### config.mk
export PLATFORM = sky130hd
export DESIGN_NAME = count_sequencer
export DESIGN_NICKNAME = d
export VERILOG_FILES = /design/src/rtl/count_sequencer_pkg.sv /design/src/rtl/count_sequencer_counter.sv /design/src/rtl/count_sequencer.sv
export SDC_FILE = /design/constraint.sdc
export NUM_CORES = 1
export LEC_CHECK = 0
export BUFFER_PORTS_ARGS = -buffer_cell sky130_fd_sc_hd__buf_2
export CORE_MARGIN = 3
export CORE_UTILIZATION = 51
export CTS_CLUSTER_DIAMETER = 30
export DETAILED_ROUTE_END_ITERATION = 7
export PLACE_DENSITY = 0.72
export SLEW_MARGIN = 20
export SYNTH_ARGS = -nofsm -noshare
export SYNTH_HDL_FRONTEND = slang
export SYNTH_SLANG_ARGS = --single-unit
### constraint.sdc
create_clock -name clk -period 1.9 [get_ports clk]
set_input_delay 0.38 -clock clk [delete_from_list [all_inputs] [get_ports clk]]
set_output_delay 0.38 -clock clk [all_outputs]
set_load 0.02 [all_outputs]
### src/rtl/count_sequencer_pkg.sv
// Shared definitions for the count sequencer: state encoding, default width
// and small decode helpers used by the controller.
package count_sequencer_pkg;

    localparam int DEFAULT_WIDTH = 4;

    localparam logic [1:0] S_IDLE = 2'd0;
    localparam logic [1:0] S_RUN  = 2'd1;
    localparam logic [1:0] S_HOLD = 2'd2;
    localparam logic [1:0] S_DONE = 2'd3;

    // A start is only listened to while no run is in progress.
    function automatic logic can_start(input logic [1:0] s);
        return (s == S_IDLE) || (s == S_DONE);
    endfunction

    function automatic logic is_busy(input logic [1:0] s);
        return (s == S_RUN) || (s == S_HOLD);
    endfunction

endpackage

### src/rtl/count_sequencer_counter.sv
// seq_counter: synchronous up-counter datapath with clear taking priority
// over enable.
module seq_counter
    import count_sequencer_pkg::*;
#(
    parameter int WIDTH = DEFAULT_WIDTH
) (
    input  logic             clk,
    input  logic             reset,
    input  logic             en,
    input  logic             clr,
    output logic [WIDTH-1:0] q
);

    always_ff @(posedge clk) begin
        if (reset || clr) begin
            q <= '0;
        end else if (en) begin
            q <= q + 1'b1;
        end
    end

endmodule

### src/rtl/count_sequencer.sv
// count_sequencer: commanded one-shot / periodic run controller around the
// seq_counter datapath, with pause/hold, abort and a saturating period tally.
module count_sequencer
    import count_sequencer_pkg::*;
#(
    parameter int WIDTH = DEFAULT_WIDTH
) (
    input  logic             clk,
    input  logic             reset,
    input  logic             start,
    input  logic [WIDTH-1:0] target,
    input  logic             periodic,
    input  logic             pause,
    input  logic             abort,
    output logic [WIDTH-1:0] q,
    output logic             busy,
    output logic             done,
    output logic [WIDTH-1:0] periods
);

    localparam logic [WIDTH-1:0] PMAX = '1;

    logic [1:0]       state, state_nx;
    logic [WIDTH-1:0] target_r;
    logic             periodic_r;
    logic             accept, at_term, run_eval, term_evt;
    logic             cnt_en, cnt_clr;

    // abort outranks start, so a simultaneous start in IDLE/DONE is dropped
    assign accept   = can_start(state) && start && (target != '0) && !abort;
    assign at_term  = (q == target_r);
    assign run_eval = (state == S_RUN) && !pause && !abort;
    assign term_evt = run_eval && at_term;
    assign cnt_en   = run_eval && !at_term;
    assign cnt_clr  = abort || accept || (term_evt && periodic_r);

    seq_counter #(.WIDTH(WIDTH)) u_cnt (
        .clk   (clk),
        .reset (reset),
        .en    (cnt_en),
        .clr   (cnt_clr),
        .q     (q)
    );

    always_comb begin
        state_nx = state;
        if (abort) begin
            state_nx = S_IDLE;
        end else begin
            case (state)
                S_IDLE, S_DONE: if (accept) state_nx = S_RUN;
                S_RUN: begin
                    if (pause)                        state_nx = S_HOLD;
                    else if (at_term && !periodic_r)  state_nx = S_DONE;
                end
                // leaving HOLD spends one edge; evaluation resumes after it
                S_HOLD: if (!pause) state_nx = S_RUN;
                default: state_nx = S_IDLE;
            endcase
        end
    end

    always_ff @(posedge clk) begin
        if (reset) begin
            state      <= S_IDLE;
            busy       <= 1'b0;
            done       <= 1'b0;
            periods    <= '0;
            target_r   <= '0;
            periodic_r <= 1'b0;
        end else begin
            state <= state_nx;
            busy  <= is_busy(state_nx);
            done  <= term_evt;
            if (accept) begin
                target_r   <= target;
                periodic_r <= periodic;
                periods    <= '0;
            end else if (term_evt && (periods != PMAX)) begin
                periods <= periods + 1'b1;
            end
        end
    end

endmodule
# [After elaboration in Yosys (flattened, before gate mapping)]
# Index checks and enable logic that the tools add are counted.
[totals] memories=0 regBits=17 romBits=0 latchBits=0 mem_bits_rw=0 wordCells=45
[classes] div_mod_pow=0 n_lt_le_gt_ge=0 mux=6 n_bitwise=0 reduce_logical=23 multipliers=0 add_sub_neg=2 n_shift=0 eq_ne=7
[ops] cell="1-bit logical AND" count=10
[ops] cell="2-bit two-way mux" count=5
[ops] cell="4-bit by 1-bit adder with 4-bit output, second input constant" count=2
[ops] cell="2-bit equality test, second input constant" count=3
[ops] cell="2-bit one-hot mux with 3 select lines" count=1
[ops] cell="1-bit logical OR" count=5
[ops] cell="2-bit by 1-bit equality test with 1-bit output, second input constant" count=2
[ops] cell="4-bit equality test" count=1
[ops] cell="1-bit logical NOT" count=4
[ops] cell="4-bit != test, second input constant" count=1
[ops] cell="4-bit nonzero test" count=1
[ops] cell="2-bit OR reduction" count=2
[ops] cell="2-bit logical NOT" count=1

# [Depth between registers and ports, before layout]
[logic_depth] ltp_word=10 depth_mapped=7

# [Modules after synthesis]
# Synthesis repeated with hierarchy kept, for this count alone.
[unflattened] cells_unflattened=96 hier_area_um2=889.6
[by_module_without_submodules] module="count_sequencer" area_each_um2=711.9 n_inst=1 cells_per_inst=79
[by_module_without_submodules] module="seq_counter" area_each_um2=177.7 n_inst=1 cells_per_inst=17

# [Least setup slack after synthesis]
# Ideal clock, no wire load.
[synth_path] path_kind="register to register" startpoint="register u_cnt.q[0]" endpoint="register busy" setup_time_ps=71 synth_period_minus_slack_ps=1912 path_stages_with_launch=6 setup_slack_ps=-12 t_arrival_ps=1842 path_cell_list="dfxtp_1 xor2_1 or4_4 o31a_1 a211o_1 a21oi_1"
[synth_via] elab_chain_len=8 word_cells_on_any_way=9 classes_between="eq/ne: 3; mux: 4; reduce/logical: 2"
[synth_rtl] element="start, declared" line="count_sequencer_counter.sv:12" source="output logic [WIDTH-1:0] q"
[synth_rtl] element="start signal, assigned" line="count_sequencer_counter.sv:19" source="q <= q + 1'b1;"
[synth_rtl] element="4-bit equality test (*)" line="count_sequencer.sv:31" source="assign at_term = (q == target_r);"
[synth_rtl] element="1-bit logical AND (*)" line="count_sequencer.sv:54" source="else if (at_term && !periodic_r) state_nx = S_DONE;"
[synth_rtl] element="2-bit two-way mux (*)" line="count_sequencer.sv:54"
[synth_rtl] element="2-bit two-way mux (*)" line="count_sequencer.sv:53" source="if (pause) state_nx = S_HOLD;"
[synth_rtl] element="2-bit one-hot mux with 3 select lines (*)" line="count_sequencer.sv:50" source="case (state)"
[synth_rtl] element="2-bit two-way mux (*)" line="count_sequencer.sv:47" source="if (abort) begin"
[synth_rtl] element="2-bit by 1-bit equality test with 1-bit output / 2-bit equality test (equally long branches)" line="count_sequencer_pkg.sv:18" source="return (s == S_RUN) || (s == S_HOLD);"
[synth_rtl] element="1-bit logical OR (*)" line="count_sequencer_pkg.sv:18"
[synth_rtl] element="end signal, assigned" line="count_sequencer.sv:73" source="busy <= is_busy(state_nx);"
[synth_rtl] element="end, declared" line="count_sequencer.sv:16" source="output logic busy,"
# Every way passes the cells marked *; elsewhere a longest branch is shown, timed or not.
# A chain may end at the register's enable or synchronous reset.

# [Worst setup path in the final report]
# Same ends and word-level chain as after synthesis.

==> run metrics <==
site row count=14; Final Worst Setup Slack=0.0769 ns; via density per instance=5.58; number of iterations in the first detailed-routing pass=4; buffers plus inverters on the worst setup path=0; cell type group with the largest total delay on the critical path=compound AO/OA/AOI/OAI gates; number of inserted filler cells in the final layout=130; DR WL/cell=12.4 µm; critical path data arrival time=2.04 ns; final setup skew=0.00255 ns; run status=completed; height of the die=46.8 µm; total wire length after detailed routing=1.73 mm; GR met1 Demand/Resource=26.2%; total die area=2190 µm²; mapped cell area=851 µm²; Core Area=1540 µm²; HP Class=input pin to flip-flop; Critical-path top delay cell=or4_4; critical setup path kind=flip-flop to flip-flop; Yosys reg bits=17; maximum fanout along the worst path=5; measured slew at the worst slew-check pin=0.346 ns; crit path capture type=flip-flop; worst supply voltage drop on vdd=540 µV; I/O pin count=20; number of violations reported at the end of detailed-routing iteration 0=14; slowest stage delay, CP=0.59 ns; buffers from clock root to sink, at most=2; overall via count from detail_route=781; global-route usage over all layers=18.9%; met2 usage in global routing=28.2%; clock tree from TritonCTS=built; clock edge transition at the registers on the reported setup and hold paths=0.10 ns; Hold Violations, Final=0; Final Max Slew Viols=0; Final Setup Violations=0; leakage=0.000469 µW; ordered list of cells on the worst path=xor2_1 -> or4_4 -> o31a_1 -> a211o_1 -> a21oi_1; minimum clock period after layout=1.82 ns; antenna diode instance count=0; global routing's busiest layer=met2; remaining routing DRC violations=0; # nets final=139; synthesized netlist net count=110; total congestion overflow=0; area added between synthesis and finish=21.8%; count of maximum capacitance violations=0; highest clock rate=549 MHz; max-slew headroom at the worst pin=76.7%; total negative setup slack=0 ns; post-route design area=1040 µm²; final cycle utilization of the critical path=96.0%; number of H-tree levels=1; Setup Fix Bufs, Post-CTS=0; DP HPWL=1.41 mm; mean instance size in the synthesized netlist=8.86 µm²; number of instances in the synthesized netlist=96; first-pass GRT wire length=2.95 mm; sort of element at the start of the critical path=flip-flop; register area share after synthesis=40.0%; Placement Cell Area=1010 µm²; count of yosys warnings during synthesis=0; clock latency reported for the late side of the worst-skew pair=0.28 ns; starting density of the core=55.2%; RSZ-0062 raised after global routing=no; Setup Slack @ Placement=-0.00796 ns; post-CTS sizing=0; width of the die=46.8 µm; count of buffers inserted at the top-level ports=19; utilization of the core after routing=67.2%; global-route track usage on met3=4.98%; count of unique library cells instantiated by Yosys=32; maximum number of pins on one net before global-route repair=12; minimum hold slack=0.328 ns; CTS root buffer=clkbuf_4; required time at the worst-slack endpoint=2.12 ns; fraction of layout cells with a size suffix above 1=28.2%; number of antenna violations at the first check in global routing=0; Power per Cell Area=631 nW/µm²; hold-fix buffers at CTS=0; final antenna-violating net count=0; clock sinks=17; Num CTS Buffers=3; GP Congestion=0.805; via count of the first global-routing pass=688
==> layout by cell type (no fill, tap or decap), types with 2 or more instances in the layout <==
cell       n
buf_2     19
dfxtp_1   16
nor2_1    14
nand3_1    8
xor2_1     7
a21oi_1    6
buf_4      6
nand2_1    5
mux2i_1    5
inv_1      4
ha_1       4
nor3_1     3
clkbuf_4   3
o21ai_0    2
==> area by class of cell <==
type	instances	area [µm²]	area share, %
multi-input cells	74	492	47.5
inverters	4	15.0	1.45
clock inverters	1	5.00	0.483
well taps	16	20.0	1.93
clock buffers	3	22.5	2.17
flip-flops and latches	17	342	33.0
repair buffers	25	140	13.5
==> where the power goes <==
group	internal, µW	leakage, µW	switching [µW]	total (µW)
Combinational	41.6	0.000313	49.8	91.4
Sequential	365	0.000138	6.45	372
Clock	78.1	0.0000177	113	191
Total	485	0.000469	169	654
==> tightest hold or removal path, stage by stage <==
cell and delay [ns]:
buf_2 0.07, mux2i_1 0.05, nor2_1 0.07
==> sequential cells by signal, indices dropped and copies added (netlist names) <==
signal,cells
state,2
busy,1
u_cnt.q,4
periods,4
done,1
target_r,4
periodic_r,1
==> kinds of logic (layout without fill, tap and decap cells) <==
kind of cell	Yosys count	after routing	share of synthesized area, %
adders and majority gates	4	4	5.88
and+or+nand+nor	40	40	23.5
buffers and inverters	5	33	2.20
AOI/OAI and AO/OA	17	17	14.3
xor gates and xnor gates	8	8	8.24
DFF	17	17	40.0
muxes	5	5	5.88
==> cell usage after synthesis <==
cell type,instances,area [µm²]
dfxtp_1,17,340
nand2b_1,1,6.26
a31o_2,1,8.76
nor2_1,14,52.6
clkbuf_1,1,3.75
nand2_1,5,18.8
or4_1,1,7.51
o41ai_1,1,8.76
nor3b_1,1,7.51
nor4_1,1,6.26
nor2b_1,1,6.26
xnor2_1,1,8.76
o221a_2,1,11.3
mux2i_1,5,50.1
or3_1,1,6.26
nor3_1,3,15.0
inv_1,4,15.0
xor2_1,7,61.3
a2bb2oi_1,1,8.76
or2_2,1,6.26
o211ai_1,1,7.51
nor3_2,1,10.0
a2111o_1,1,11.3
a211oi_1,1,7.51
a211o_1,1,8.76
or4_4,1,11.3
nand3_1,8,40.0
ha_1,4,50.1
and3_1,1,6.26
a21oi_1,6,30.0
o21ai_0,2,10.0
o31a_1,1,8.76
==> metrics by stage <==
step / power (µW) / instances
6_report: 654 / 140
3_3_place_gp: 468 / 136
3_5_place_dp: 470 / 136
4_1_cts: 662 / 140
5_1_grt: 692 / 140
2_1_floorplan: 440 / 96
==> routing by layer <==
metal,vias up,part of all wire [%]
li1,405,-
met1,355,47
met2,19,47
met3,2,4.5
met4,0,0.75
met5,-,0
==> final timing paths <==
path | startpoint | endpoint | slack [ns] | cells after the start
worst max-delay path | u_cnt.q[0] | busy | 0.08 | 5
worst min-delay path | periodic | periodic_r | 0.33 | 3
worst max register to register | u_cnt.q[0] | busy | 0.08 | 5
worst min register to register | periods[1] | periods[1] | 0.49 | 2
No activity file was read; power rests on OpenSTA's default activity.
